File: src/rtl/stall_ctrl.sv
// Pipeline hazard detector: tracks per-stage writer info for E/M/W and the
// multiply/divide occupancy, and raises stall on RAW or MDU-busy hazards.
module stall_ctrl (
  input  logic       clk,
  input  logic       reset,
  input  logic [4:0] rs_D,
  input  logic [4:0] rt_D,
  input  logic [1:0] tuse_rs_D,
  input  logic [1:0] tuse_rt_D,
  input  logic [4:0] a3_D,
  input  logic       rwe_D,
  input  logic [1:0] tnew_D,
  input  logic       md_start_D,
  input  logic       md_div_D,
  input  logic       md_use_D,
  input  logic       flush,
  output logic       stall,
  output logic [4:0] A3_E,
  output logic [4:0] A3_M,
  output logic [4:0] A3_W,
  output logic       RWE_E,
  output logic       RWE_M,
  output logic       RWE_W,
  output logic       md_busy
);

  localparam logic [1:0] TUSE_NONE = 2'd3;
  localparam logic [3:0] MUL_CYCLES = 4'd5;
  localparam logic [3:0] DIV_CYCLES = 4'd10;

  logic [1:0] tnew_e;
  logic [1:0] tnew_m;
  logic       md_start_e;
  logic       md_div_e;
  logic [3:0] md_cnt;

  logic       hazard_rs;
  logic       hazard_rt;
  logic       hazard_md;

  // True when one stage's writer produces src later than D needs it.
  function automatic logic stage_hit(input logic [4:0] src, input logic [1:0] tuse,
                                     input logic rwe, input logic [4:0] a3,
                                     input logic [1:0] tnew);
    return rwe && (src == a3) && (tnew > tuse);
  endfunction

  // Register 0 and unused operands never wait; W is always forwardable.
  assign hazard_rs = (rs_D != 5'd0) && (tuse_rs_D != TUSE_NONE) &&
                     (stage_hit(rs_D, tuse_rs_D, RWE_E, A3_E, tnew_e) ||
                      stage_hit(rs_D, tuse_rs_D, RWE_M, A3_M, tnew_m));
  assign hazard_rt = (rt_D != 5'd0) && (tuse_rt_D != TUSE_NONE) &&
                     (stage_hit(rt_D, tuse_rt_D, RWE_E, A3_E, tnew_e) ||
                      stage_hit(rt_D, tuse_rt_D, RWE_M, A3_M, tnew_m));

  assign md_busy   = md_start_e || (md_cnt != 4'd0);
  assign hazard_md = (md_use_D || md_start_D) && md_busy;
  assign stall     = hazard_rs || hazard_rt || hazard_md;

  // NOTE: all state below uses non-blocking assignments so every stage samples
  // the pre-edge value of the stage ahead of it, exactly like pipeline latches.
  always_ff @(posedge clk) begin
    if (reset) begin
      A3_E       <= 5'd0;
      RWE_E      <= 1'b0;
      tnew_e     <= 2'd0;
      A3_M       <= 5'd0;
      RWE_M      <= 1'b0;
      tnew_m     <= 2'd0;
      A3_W       <= 5'd0;
      RWE_W      <= 1'b0;
      md_start_e <= 1'b0;
      md_div_e   <= 1'b0;
    end else if (flush) begin
      A3_E       <= 5'd0;
      RWE_E      <= 1'b0;
      tnew_e     <= 2'd0;
      A3_M       <= 5'd0;
      RWE_M      <= 1'b0;
      tnew_m     <= 2'd0;
      A3_W       <= 5'd0;
      RWE_W      <= 1'b0;
      md_start_e <= 1'b0;
      md_div_e   <= 1'b0;
    end else begin
      A3_W  <= A3_M;
      RWE_W <= RWE_M;
      A3_M  <= A3_E;
      RWE_M <= RWE_E;
      tnew_m <= (tnew_e == 2'd0) ? 2'd0 : tnew_e - 2'd1;
      if (stall) begin
        A3_E   <= 5'd0;
        RWE_E  <= 1'b0;
        tnew_e <= 2'd0;
      end else begin
        A3_E   <= a3_D;
        RWE_E  <= rwe_D && (a3_D != 5'd0);
        tnew_e <= tnew_D;
      end
      md_start_e <= md_start_D && !stall;
      md_div_e   <= md_div_D;
    end
  end

  // A started operation runs to completion regardless of flush.
  always_ff @(posedge clk) begin
    if (reset)
      md_cnt <= 4'd0;
    else if (md_start_e)
      md_cnt <= md_div_e ? DIV_CYCLES : MUL_CYCLES;
    else if (md_cnt != 4'd0)
      md_cnt <= md_cnt - 4'd1;
  end

endmodule
File: config.mk
export PLATFORM = sky130hd
export DESIGN_NAME = stall_ctrl
export DESIGN_NICKNAME = d
export VERILOG_FILES = /design/src/rtl/stall_ctrl.sv
export SDC_FILE = /design/constraint.sdc
export NUM_CORES = 1
export LEC_CHECK = 0
export ABC_AREA = 1
export CAP_MARGIN = 20
export CELL_PAD_IN_SITES_DETAIL_PLACEMENT = 1
export CELL_PAD_IN_SITES_GLOBAL_PLACEMENT = 2
export CORE_MARGIN = 10
export CORE_UTILIZATION = 24
export CTS_CLUSTER_DIAMETER = 100
export DETAILED_ROUTE_END_ITERATION = 10
export PLACE_DENSITY_LB_ADDON = 0.1
export SYNTH_ARGS = -nofsm -noshare
export SYNTH_HDL_FRONTEND = slang
export SYNTH_SLANG_ARGS = --single-unit
File: constraint.sdc
create_clock -name clk -period 1.84 [get_ports clk]
set_input_delay 0.184 -clock clk [delete_from_list [all_inputs] [get_ports clk]]
set_output_delay 0.184 -clock clk [all_outputs]
set_load 0.02 [all_outputs]
* Word level (Yosys, flattened, before mapping)
Index checks and enable logic that the tools add are counted.
** Word-level totals
- Register bits after elaboration :: 28
- Input bits :: 28
** Operators by class
- Add/subtract/negate cells :: 2
- $lt $le $gt $ge :: 4
- Equal/unequal tests :: 6
- Multiplexer cells :: 3
- Reduce and logical (&&, ||, !) cells :: 31
** Operator list (count)
- == test 5 bit :: 4
- logical AND 1 bit :: 15
- nonzero test 5 bit :: 3
- two-way mux 4 bit :: 3
- > comparator 2 bit :: 4
- logical OR 1 bit :: 6
- OR reduction 3 bit :: 2
- inequality test 2 bit (second input constant) :: 2
- nonzero test 4 bit :: 1
- subtractor 4 x 1 -> 4 bit (second input constant) :: 1
- logical NOT 2 bit :: 1
- nonzero test 2 bit :: 1
- OR reduction 2 bit :: 1
- subtractor 2 x 1 -> 2 bit (second input constant) :: 1
- logical NOT 1 bit :: 1

* Longest topological paths before layout
Gate-level depths: netlist of the first run.
- Word-level depth :: 9
- Depth in mapped cells :: 12
- Depth with buffers taken out :: 12

* Worst setup path before layout of the first run
No wires, ideal clock.
- Path type :: reg-to-output
- From :: register tnew_e[0]
- To :: output stall
- Arrival :: 1287 ps
- Path slack :: 369 ps
- Cell stages (with the launch flop) :: 12
- Path buffers :: 0
- Path through :: dfxtp_1 -> inv_1 -> ha_1 -> nand2_1 -> inv_1 -> nor2_1 -> nand2_1 -> nor2_1 -> nand2_1 -> nand2_1 -> nand2_2 -> nand3_1
** On the way
- Word-level cells in the longest chain between the ends :: 6
- Elaborated cells on any way between the ends :: 10
** RTL lines
- from (decl) :: line 31 : logic [1:0] tnew_e;
- from (signal assigned) :: line 98 : tnew_e <= tnew_D;
- > comparator 2 bit :: line 45 : return rwe && (src == a3) && (tnew > tuse);
- logical AND 1 bit :: line 45
- logical OR 1 bit (on tied branches) :: line 50, 53
- logical AND 1 bit (on tied branches) :: line 49, 52
- logical OR 1 bit (*) (2 in a row) :: line 58 : assign stall = hazard_rs || hazard_rt || hazard_md;
- to (decl) :: line 17 : output logic stall,
Mark *: on every way between the ends. The rest lies on a longest branch, timed or not.

* Worst setup path after layout of the first run
- From :: register tnew_m[1]
- To :: output stall
** On the way
- Word-level cells in the longest chain between the ends :: 6
- Elaborated cells on any way between the ends :: 10
** RTL lines
- from (decl) :: line 32 : logic [1:0] tnew_m;
- from (signal assigned) :: line 90 : tnew_m <= (tnew_e == 2'd0) ? 2'd0 : tnew_e - 2'd1;
- > comparator 2 bit :: line 45
- logical AND 1 bit :: line 45
- logical OR 1 bit (on tied branches) :: line 50, 53
- logical AND 1 bit (on tied branches) :: line 49, 52
- logical OR 1 bit (*) (2 in a row) :: line 58
Marked as above.

==> summary.md, run 1 <==
| Metric | Value |
|---|---|
| Cell at the slowest stage of the critical path | dfxtp_2 |
| Avg Inst Size Synth | 7.05 µm² |
| Critical Path Max Stage Delay | ~0.35 ns |
| CTS tree | done |
| DR vias/cell | roughly 4.1 |
| Skew final | roughly 0.0040 ns |
| First-pass detailed-route iteration total | 4 |
| Core Region | roughly 0.0060 mm² |
| Die span in x | around 99 µm |
| Seq cells post-synth | 28 |
| Via count | ~1500 |
| Comb pwr share | a little under two fifths |
| Tot Pwr | about 2.0 mW |
| Switching power total | between 0.6 and 0.7 mW |
| RSZ-0062 raised after global routing | true |
| Vias in the first global route | roughly 1600 |
| Initial Util | 25.2% |
| Slew @ Worst Pin | around 0.53 ns |
| Internal power | between 1 and 1.5 mW |
| Remaining antenna violation count after routing | 0 |
| Die Y-Extent | a little under 100 µm |
| PD cells | between 800 and 900 mW/mm² |
| HPWL after DPL | 4000 µm |
| Worst path required time | 1.66 ns |
| Drt wl/cell | roughly 13 µm |
| Mapped Cells | ~220 |
| Hold Vio Cnt, Final | 0 |
| WP data arrival | between 1.5 and 2 ns |
| Clk pwr share | about a quarter |
| Peak VDD IR | between 0.4 and 0.5 mV |
| FMAX | around 0.55 GHz |
| Post-CTS Repair Setup Buffers | 0 |
| Antenna cells | 0 |
| FP Rows | 28 |
| Yosys warns | 0 |
| First-pass GRT wire length | roughly 7800 µm |
| Hold slack final | about 0.41 ns |
| Worst setup SP type | flop |
| Ratio of cells with drive above 1 in the final layout | 16.0% |
| H-tree Lvls | 1 |
| Placer Congestion | ~0.78 |
| Period utilisation layout | between 90% and 100% |
| Cts bufs inserted | 3 |
| Crit path time final | 1.83 ns |
| Total Wirelength | 4730 µm |
| Largest net degree at the start of global routing | 17 |
| Switching share of power | around a third |
| Die area | around 0.0099 mm² |
| Worst min path class | primary input to flop |
| Port bufs | 47 |
| Pre-CTS setup slack | -0.653 ns |
| P&R area growth vs syn | 54.4% |
| Crit-path cells | ha_1 -> inv_1 -> nor2_1 -> o21ai_0 -> nor2_1 -> nand2_1 -> nand2_1 -> nand2_2 -> nand3_2 -> buf_6 |
| Mapped Area | between 0.0015 and 0.002 mm² |
| CTS root buf | clkbuf_8 |
| Number of max-cap violations | 0 |
| Sink Count | 28 |
| Fin util | between 30% and 40% |
| Final worst slack | 0.0119 ns |
| Status | completed |
| Nets@finish | 322 |
| Final setup fails | 0 |
| Pleak | roughly 1.0 nW |
| Rel. slew slack | 65.0% |
| CTS clock-pin slew for the worst setup and hold paths | 0.10 ns |
| Antenna violations before repair | 0 |
| Drt drc | 0 |
| Sequential-to-total area share from yosys stat | a little under two fifths |
| Net count after synthesis | approximately 250 |
| Worst-path maximum fanout | 2 |
| Reg power frac | between 30% and 40% |
| Slew Limit Fails | 0 |
| Tot GR Track Use | 9.65% |
| Boundary Pins | 48 |
| Clock buffer depth | 2 |
| Global route total overflow | 0 |
| Worst setup EP type | output pin |
| Clock Latency Late Sink | 0.28 ns |
| Post-synth cell types | 22 |
| DRT iter0 DRCs | 18 |
| Setup CP Type | flop to output pin |
[registers in the layout, summed over array words and instances, names as in the netlist]
register / count
A3_E: 5
A3_M: 5
A3_W: 5
md_cnt: 4
tnew_e: 2
tnew_m: 2
RWE_E: 1
RWE_M: 1
RWE_W: 1
md_div_e: 1
md_start_e: 1
[power groups by stage]
stage | clock network [mW] | registers [mW] | logic (mW)
after floorplan | 0 | 0.735 | 0.412
after CTS | 0.520 | 0.710 | 0.758
after global placement | 0 | 0.722 | 0.741
final | 0.498 | 0.711 | 0.752
after detailed placement | 0 | 0.723 | 0.752
after global routing | 0.546 | 0.721 | 0.856
[cell usage in the layout, fill, tap and decap left out]
cell	Yosys	routed
xor2_1	4	4
a221oi_2	1	1
nand2_1	46	46
buf_4	0	17
xnor2_1	6	6
nor2_2	1	1
or2_1	1	1
ha_4	0	4
o21bai_1	2	2
nor3_1	3	3
clkdlybuf4s50_1	0	41
bufinv_16	0	1
dfxtp_1	28	24
nand2_2	2	2
nand3_1	4	3
nand4_1	3	3
dfxtp_4	0	1
a21oi_2	0	1
buf_6	0	1
dlymetal6s2s_1	0	1
nand3_2	0	1
a21oi_1	6	5
nand4_4	2	2
a211oi_1	2	2
o21ai_2	1	1
nor2_1	38	38
dlygate4sd2_1	0	4
clkbuf_8	0	3
o21ai_0	6	6
ha_1	11	7
inv_2	2	6
dfxtp_2	0	3
inv_1	45	41
[layout make-up]
type,count,area (µm²)
inverter,47,176
multi-input combinational,139,835
clock inverter,1,30.0
tap,75,93.8
fill,739,3680
timing repair buffer,64,597
sequential,28,568
clock buffer,3,41.3
[metrics by stage]
stage / cell area [µm²] / TNS [ns] / cells
floorplan: 1520 / 0 / 215
global placement: 2200 / -2.46 / 353
finish: 2340 / 0 / 357
CTS: 2300 / -0.0213 / 357
detailed placement: 2200 / -2.48 / 353
global route: 2340 / -0.124 / 357
[Yosys cell counts]
| cell type | number | area, µm² |
|---|---|---|
| a221oi_2 | 1 | 15.0 |
| inv_1 | 45 | 169 |
| nand4_1 | 3 | 18.8 |
| clkbuf_1 | 1 | 3.75 |
| nand2_2 | 2 | 12.5 |
| nor2_2 | 1 | 6.26 |
| ha_1 | 11 | 138 |
| nor3_1 | 3 | 15.0 |
| or2_1 | 1 | 6.26 |
| o21ai_0 | 6 | 30.0 |
| nand2_1 | 46 | 173 |
| o21ai_2 | 1 | 8.76 |
| dfxtp_1 | 28 | 561 |
| nor2_1 | 38 | 143 |
| xor2_1 | 4 | 35.0 |
| xnor2_1 | 6 | 52.6 |
| o21bai_1 | 2 | 15.0 |
| a211oi_1 | 2 | 15.0 |
| nand4_4 | 2 | 42.5 |
| a21oi_1 | 6 | 30.0 |
| inv_2 | 2 | 7.51 |
| nand3_1 | 4 | 20.0 |
[logic make-up (layout without fill, tap and decap cells)]
group | Yosys count | in the layout | share of synthesized area, %
buf+inv | 48 | 115 | 11.9
compound gates | 18 | 18 | 7.51
fa+ha+maj | 11 | 11 | 9.08
flops | 28 | 28 | 37.0
xor+xnor | 10 | 10 | 5.78
simple gates | 100 | 100 | 28.8
[layer usage]
layer / wire length, µm / global-route usage [%] / vias to the layer above
met5: 0 / 0 / -
met4: 27 / 1.65 / 0
met3: 321 / 3.94 / 5
met2: 2200 / 16.0 / 30
met1: 2170 / 11.5 / 662
li1: - / - / 783
[repair_timing]
| action | 4_1_cts | 5_1_grt |
|---|---|---|
| hold endpoints to repair | 0 | 0 |
| gates resized for setup | 16 | 10 |
| hold buffers | 0 | 0 |
| pin swaps | 2 | 12 |
| endpoints found under the setup margin | 2 | 1 |
[critical path: cells and delay by family (launching register included)]
family	cells	cell delay, ns
adder cells (fa/ha/maj)	1	0.29
buffers and inverters	2	0.20
AO/OA/AOI/OAI	1	0.16
AND/OR/NAND/NOR	6	0.37
flip-flops	1	0.35
[final timing paths]
path / startpoint / end / slack (ns) / depth (start not counted)
max reg2reg: tnew_m[1] / tnew_e[1] / 0.23 / 11
max: tnew_m[1] / stall / 0.01 / 10
min: tnew_D[0] / tnew_e[0] / 0.41 / 3
min reg2reg: tnew_e[0] / tnew_m[0] / 0.42 / 1
(Power assumes the default switching activity.)
==> run 2: changes to the inputs <==
--- a/config.mk
+++ b/config.mk
@@ -10,9 +10,10 @@
 export CELL_PAD_IN_SITES_DETAIL_PLACEMENT = 1
 export CELL_PAD_IN_SITES_GLOBAL_PLACEMENT = 2
 export CORE_MARGIN = 10
-export CORE_UTILIZATION = 24
+export CORE_UTILIZATION = 33
 export CTS_CLUSTER_DIAMETER = 100
 export DETAILED_ROUTE_END_ITERATION = 10
+export DONT_BUFFER_PORTS = 1
 export PLACE_DENSITY_LB_ADDON = 0.1
 export SYNTH_ARGS = -nofsm -noshare
 export SYNTH_HDL_FRONTEND = slang
==> summary.md, run 2 (synthesis gave the netlist of run 1 again) <==
| Metric | Value |
|---|---|
| Status | completed |
| Worst path required time | 1.66 ns (about the same) |
| Placer Congestion | 0.781 (+0.68%) |
| Most common cell after layout, fill and taps aside | nand2_1 |
| RSZ-0062 raised after global routing | true |
| Sink Count | 28 (unchanged) |
| WP data arrival | 1.59 ns (-0.05 ns) |
| DRT iter0 DRCs | 41 (+23) |
| Pleak | 0.823 nW (-21%) |
| Worst setup SP type | flop |
| Total Wirelength | 4430 µm (-6.2%) |
| PD cells | 905 mW/mm² (+8.1%) |
| Nets@finish | 272 (-16%) |
| CTS clock-pin slew for the worst setup and hold paths | 0.09 ns (about the same) |
| Tot GR Track Use | 12.0% (+2.3 points) |
| Skew final | 0.00337 ns (-0.000601 ns) |
| Drt wl/cell | 15.7 µm (+18%) |
| Rel. slew slack | 65.0% (about the same) |
| Setup_tns | 0 ns (unchanged) |
| Core Region | 0.00441 mm² (-27%) |
| CTS tree | done |
| Antenna violations before repair | 0 (unchanged) |
| Worst setup EP type | output pin |
| CTS root buf | clkbuf_8 |
| Final cell count without fillers | 283 (-21%) |
| Ratio of cells with drive above 1 in the final layout | 16.0% (+0.060 points) |
| Most frequent cells in the layout | 46 x nand2_1, 43 x inv_1, 37 x nor2_1 |
| Port bufs | 0 (-100%) |
| Peak VDD IR | 0.456 mV (-2.2%) |
| H-tree Lvls | 1 (unchanged) |
| Layout Cell Area excl Fill | 0.00181 mm² (-23%) |
| Period utilisation layout | 96.2% (-3.1 points) |
| Via count | 1345 (-9.1%) |
| Critical path's most frequent cell | nand2_1 |
| Hold Vio Cnt, Final | 0 (unchanged) |
| Post-DP Area | 0.00165 mm² (-25%) |
| Largest registers | A3_E: 5 flops, A3_M: 5 flops, A3_W: 5 flops |
| Largest net degree at the start of global routing | 16 (-1) |
| Worst-path maximum fanout | 3 (+1) |
| FMAX | 0.565 GHz (+3.3%) |
| Drt drc | 0 (unchanged) |
| Die area | 0.00771 mm² (-22%) |
| Die span in x | 87.8 µm (-12%) |
| Global route total overflow | 0 (unchanged) |
| Slew Limit Fails | 0 (unchanged) |
| Critical Path Max Stage Delay | 0.38 ns (+0.03 ns) |
| HPWL after DPL | 3850 µm (-3.8%) |
| Antenna cells | 0 (unchanged) |
| Remaining antenna violation count after routing | 0 (unchanged) |
| Vias in the first global route | 1508 (-7.2%) |
| Crit-path cells | ha_4 -> inv_1 -> o21bai_1 -> nand2_1 -> nor2_1 -> nand2_1 -> nand2_1 -> nand2_2 -> nand3_4 |
| First-pass GRT wire length | 7390 µm (-5.7%) |
| Placed cell count | 276 (-22%) |
| Worst min path class | primary input to flop |
| Boundary Pins | 48 (unchanged) |
| Clock Latency Late Sink | 0.27 ns (about the same) |
| First-pass detailed-route iteration total | 3 (-1) |
| P&R area growth vs syn | 19.2% |
| Clock buffer depth | 2 (unchanged) |
| Setup CP Type | flop to output pin |
| Slew @ Worst Pin | 0.525 ns (-0.000403 ns) |
| Hold slack final | 0.0125 ns (-0.398 ns) |
| Cts bufs inserted | 3 (unchanged) |
| Final setup fails | 0 (unchanged) |
| Initial Util | 34.4% (+9.2 points) |
| Crit path time final | 1.77 ns (-0.0579 ns) |
| DR vias/cell | 4.75 (+15%) |
| FP Rows | 24 (-14%) |
| Number of max-cap violations | 0 (unchanged) |
| Cell at the slowest stage of the critical path | dfxtp_4 |
| Die Y-Extent | 87.8 µm (-12%) |
-- run 2: cell count changes in the layout (fill, tap and decap cells not counted), sizes merged --
| cell | previous run | this run |
|---|---|---|
| clkdlybuf4s50 | 41 | 0 |
| bufinv | 1 | 0 |
| dlygate4sd3 | 0 | 2 |
| dlymetal6s2s | 1 | 0 |
| dlygate4sd2 | 4 | 0 |
| buf | 18 | 12 |
-- run 2: per-stage QoR --
| step | utilization [%] | power [mW] | setup slack [ns] |
|---|---|---|---|
| after floorplan | - | 1.15 | 0.369 |
| after global placement | 37.4 | 1.25 | 0.242 |
| after detailed placement | 37.4 | 1.30 | 0.171 |
| after CTS | 39.0 | 1.66 | 0.00161 |
| after global routing | 41.0 | 1.77 | -0.0644 |
| final | 41.0 | 1.64 | 0.0698 |
-- run 2: critical path: cells and delay by family, from the launching register on --
family	cells	cell delay, ns
AND/OR/NAND/NOR	6	0.49
AO/OA/AOI/OAI	1	0.14
flip-flops	1	0.38
adder cells (fa/ha/maj)	1	0.27
buffers and inverters	1	0.04
-- run 2: path summary, 6_finish.rpt --
check	cells past startpoint	start	endpoint	slack [ns]
worst max-delay path	9	tnew_e[1]	stall	0.07
worst min register to register	1	tnew_e[0]	tnew_m[0]	0.43
worst max register to register	11	tnew_m[1]	tnew_e[1]	0.18
worst min-delay path	2	a3_D[4]	A3_E[4]	0.01
-- run 2: layer usage --
layer,vias to the layer above,share of wire (%),GRT usage (%)
met5,-,0,0
met4,0,0.79,2.61
met3,4,8.6,4.92
met2,31,48,20.5
met1,629,43,13.5
li1,681,-,-
-- run 2: area by class of cell --
cell class	instances	area (µm²)
Sequential cell	28	567
Tap cell	52	65.1
Multi-Input combinational cell	139	848
Timing Repair Buffer	14	110
Clock buffer	3	41.3
Inverter	47	176
Fill cell	562	2610
-- run 2: what timing repair did --
action / in CTS / in global routing
buffers inserted: 0 / 2
resized for setup: 4 / 11
pin swaps: 1 / 15
hold buffers: 1 / 1
hold endpoints to repair: 2 / 1
setup endpoints to repair: 1 / 1
-- run 2: power breakdown --
part	switching, mW	total [mW]	internal (mW)
Clock	0.184	0.331	0.147
Combinational	0.363	0.591	0.228
Sequential	0.0468	0.715	0.669
==> run 3: changes to the inputs <==
--- a/config.mk
+++ b/config.mk
@@ -15,6 +15,7 @@
 export DETAILED_ROUTE_END_ITERATION = 10
 export DONT_BUFFER_PORTS = 1
 export PLACE_DENSITY_LB_ADDON = 0.1
+export SKIP_CTS_REPAIR_TIMING = 1
 export SYNTH_ARGS = -nofsm -noshare
 export SYNTH_HDL_FRONTEND = slang
 export SYNTH_SLANG_ARGS = --single-unit
==> summary.md, run 3 (synthesis gave the netlist of run 1 again) <==
| Metric | Value |
|---|---|
| Tot Pwr | 1.63 mW (-0.52%) |
| Critical Path Max Stage Delay | 0.34 ns (-0.04 ns) |
| Critical path's most frequent cell | nand2_1 |
| Largest net degree at the start of global routing | 16 (unchanged) |
| Setup_tns | 0 ns (unchanged) |
| Worst-path maximum fanout | 3 (unchanged) |
| Peak VDD IR | 0.436 mV (-4.4%) |
| Via count | 1349 (+0.30%) |
| Most frequent cells in the layout | 46 x nand2_1, 44 x inv_1, 38 x nor2_1 |
| Placer Congestion | 0.781 (unchanged) |
| Ratio of cells with drive above 1 in the final layout | 13.9% (-2.2 points) |
| PD cells | 918 mW/mm² (+1.4%) |
| FMAX | 0.566 GHz (+0.27%) |
| Slew @ Worst Pin | 0.520 ns (-0.00426 ns) |
| Total Wirelength | 4410 µm (-0.50%) |
| Hold Path End | A3_E[4] |
| R2R setup slack | 0.17 ns (about the same) |
| Drt drc | 0 (unchanged) |
| Rel. slew slack | 65.3% (+0.28 points) |
| Layout fillers | 567 (+0.89%) |
| First-pass detailed-route iteration total | 3 (unchanged) |
| WP data arrival | 1.58 ns (about the same) |
| Nets@finish | 272 (unchanged) |
| HPWL after DPL | 3850 µm (unchanged) |
| Largest registers | A3_E: 5 flops, A3_M: 5 flops, A3_W: 5 flops |
| CP top delay family | simple AND/OR/NAND/NOR gates |
| Antenna violations before repair | 0 (unchanged) |
| First-pass GRT wire length | 7340 µm (-0.65%) |
| Worst path required time | 1.66 ns (about the same) |
| Global route total overflow | 0 (unchanged) |
| Cell at the slowest stage of the critical path | dfxtp_2 |
| Core Region | 0.00441 mm² (unchanged) |
| Crit path time final | 1.77 ns (-0.00474 ns) |
| CTS root buf | clkbuf_8 |
| Worst min path class | primary input to flop |
| Pre-CTS setup slack | 0.171 ns (unchanged) |
| Status | completed |
| Die Y-Extent | 87.8 µm (unchanged) |
| Reg-to-reg endpoint | tnew_e[1] |
| HP Start | a3_D[4] |
| Clock Latency Late Sink | 0.27 ns (about the same) |
| RSZ-0062 raised after global routing | true |
| CTS clock-pin slew for the worst setup and hold paths | 0.09 ns (about the same) |
| Worst setup SP type | flop |
| Remaining antenna violation count after routing | 0 (unchanged) |
| Vias in the first global route | 1504 (-0.27%) |
| Final setup fails | 0 (unchanged) |
| Layout Cell Area excl Fill | 0.00177 mm² (-1.9%) |
| Number of max-cap violations | 0 (unchanged) |
| Hold Vio Cnt, Final | 0 (unchanged) |
| CTS tree | done |
| Crit-path cells | inv_2 -> ha_1 -> nand2_1 -> inv_1 -> nor2_1 -> nand2_1 -> nor2_1 -> nand2_1 -> nand2_1 -> nand2_2 -> nand3_4 |
| Die area | 0.00771 mm² (unchanged) |
| Reg2Reg Depth | 11 (unchanged) |
| Most common cell after layout, fill and taps aside | nand2_1 |
| Die span in x | 87.8 µm (unchanged) |
| Pleak | 0.826 nW (+0.40%) |
| Slew Limit Fails | 0 (unchanged) |
| FP Rows | 24 (unchanged) |
| Worst reg2reg startpoint | tnew_e[0] |
| Cts bufs inserted | 3 (unchanged) |
| Boundary Pins | 48 (unchanged) |
| P&R area growth vs syn | 17.0% |
| H-tree Lvls | 1 (unchanged) |
| Hold depth | 2 (unchanged) |
| Port bufs | 0 (unchanged) |
| DR vias/cell | 4.77 (+0.30%) |
| Worst setup EP type | output pin |
| Drt wl/cell | 15.6 µm (-0.50%) |
| Skew final | 0.00260 ns (-0.000770 ns) |
| DRT iter0 DRCs | 53 (+29%) |
| Sink Count | 28 (unchanged) |
| Tot GR Track Use | 11.9% (-0.094 points) |
| Setup CP Type | flop to output pin |
| WP buf/inv | 2 (+1) |
| Fin util | 40.2% (-0.77 points) |
| Post-DP Area | 0.00165 mm² (unchanged) |
| Antenna cells | 0 (unchanged) |
| Clock buffer depth | 2 (unchanged) |
| Period utilisation layout | 95.9% (-0.26 points) |
| Initial Util | 34.4% (unchanged) |
| Final worst slack | 0.0745 ns (+0.00474 ns) |
run 3: through the flow:
stage	hold slack (ns)	instances
after floorplan	0.262	215
after CTS	-0.0306	279
after global placement	0.264	276
after detailed placement	0.266	276
final	0.0117	283
after global routing	0.00328	283
run 3: worst max-delay path by stage:
stage	endpoint	slack (ns)	start	cells past startpoint
floorplan	stall	0.37	tnew_e[0]	11
global placement	stall	0.24	tnew_e[0]	11
detailed placement	stall	0.17	tnew_e[0]	9
CTS	stall	-0.14	tnew_e[0]	9
global route	stall	-0.08	tnew_e[0]	11
finish	stall	0.07	tnew_e[0]	11
run 3: report_power, final:
| group | internal, mW | switching, mW |
|---|---|---|
| Clock | 0.147 | 0.186 |
| Sequential | 0.669 | 0.0448 |
| Combinational | 0.222 | 0.360 |
run 3: metal layers:
metal / part of all wire (%) / track usage, % / up-vias
met1: 43 / 13.5 / 633
met3: 7.9 / 4.92 / 4
li1: - / - / 681
met5: 0 / 0 / -
met2: 48 / 20.2 / 31
met4: 0.79 / 2.61 / 0
run 3: layout make-up:
cell class | instances | area, µm² | share of cell area, %
clock buffer | 3 | 41.3 | 2.33
sequential | 28 | 564 | 31.8
multi-input combinational | 139 | 817 | 46.1
timing repair buffer | 14 | 110 | 6.21
inverter | 47 | 176 | 9.94
tap | 52 | 65.1 | 3.67
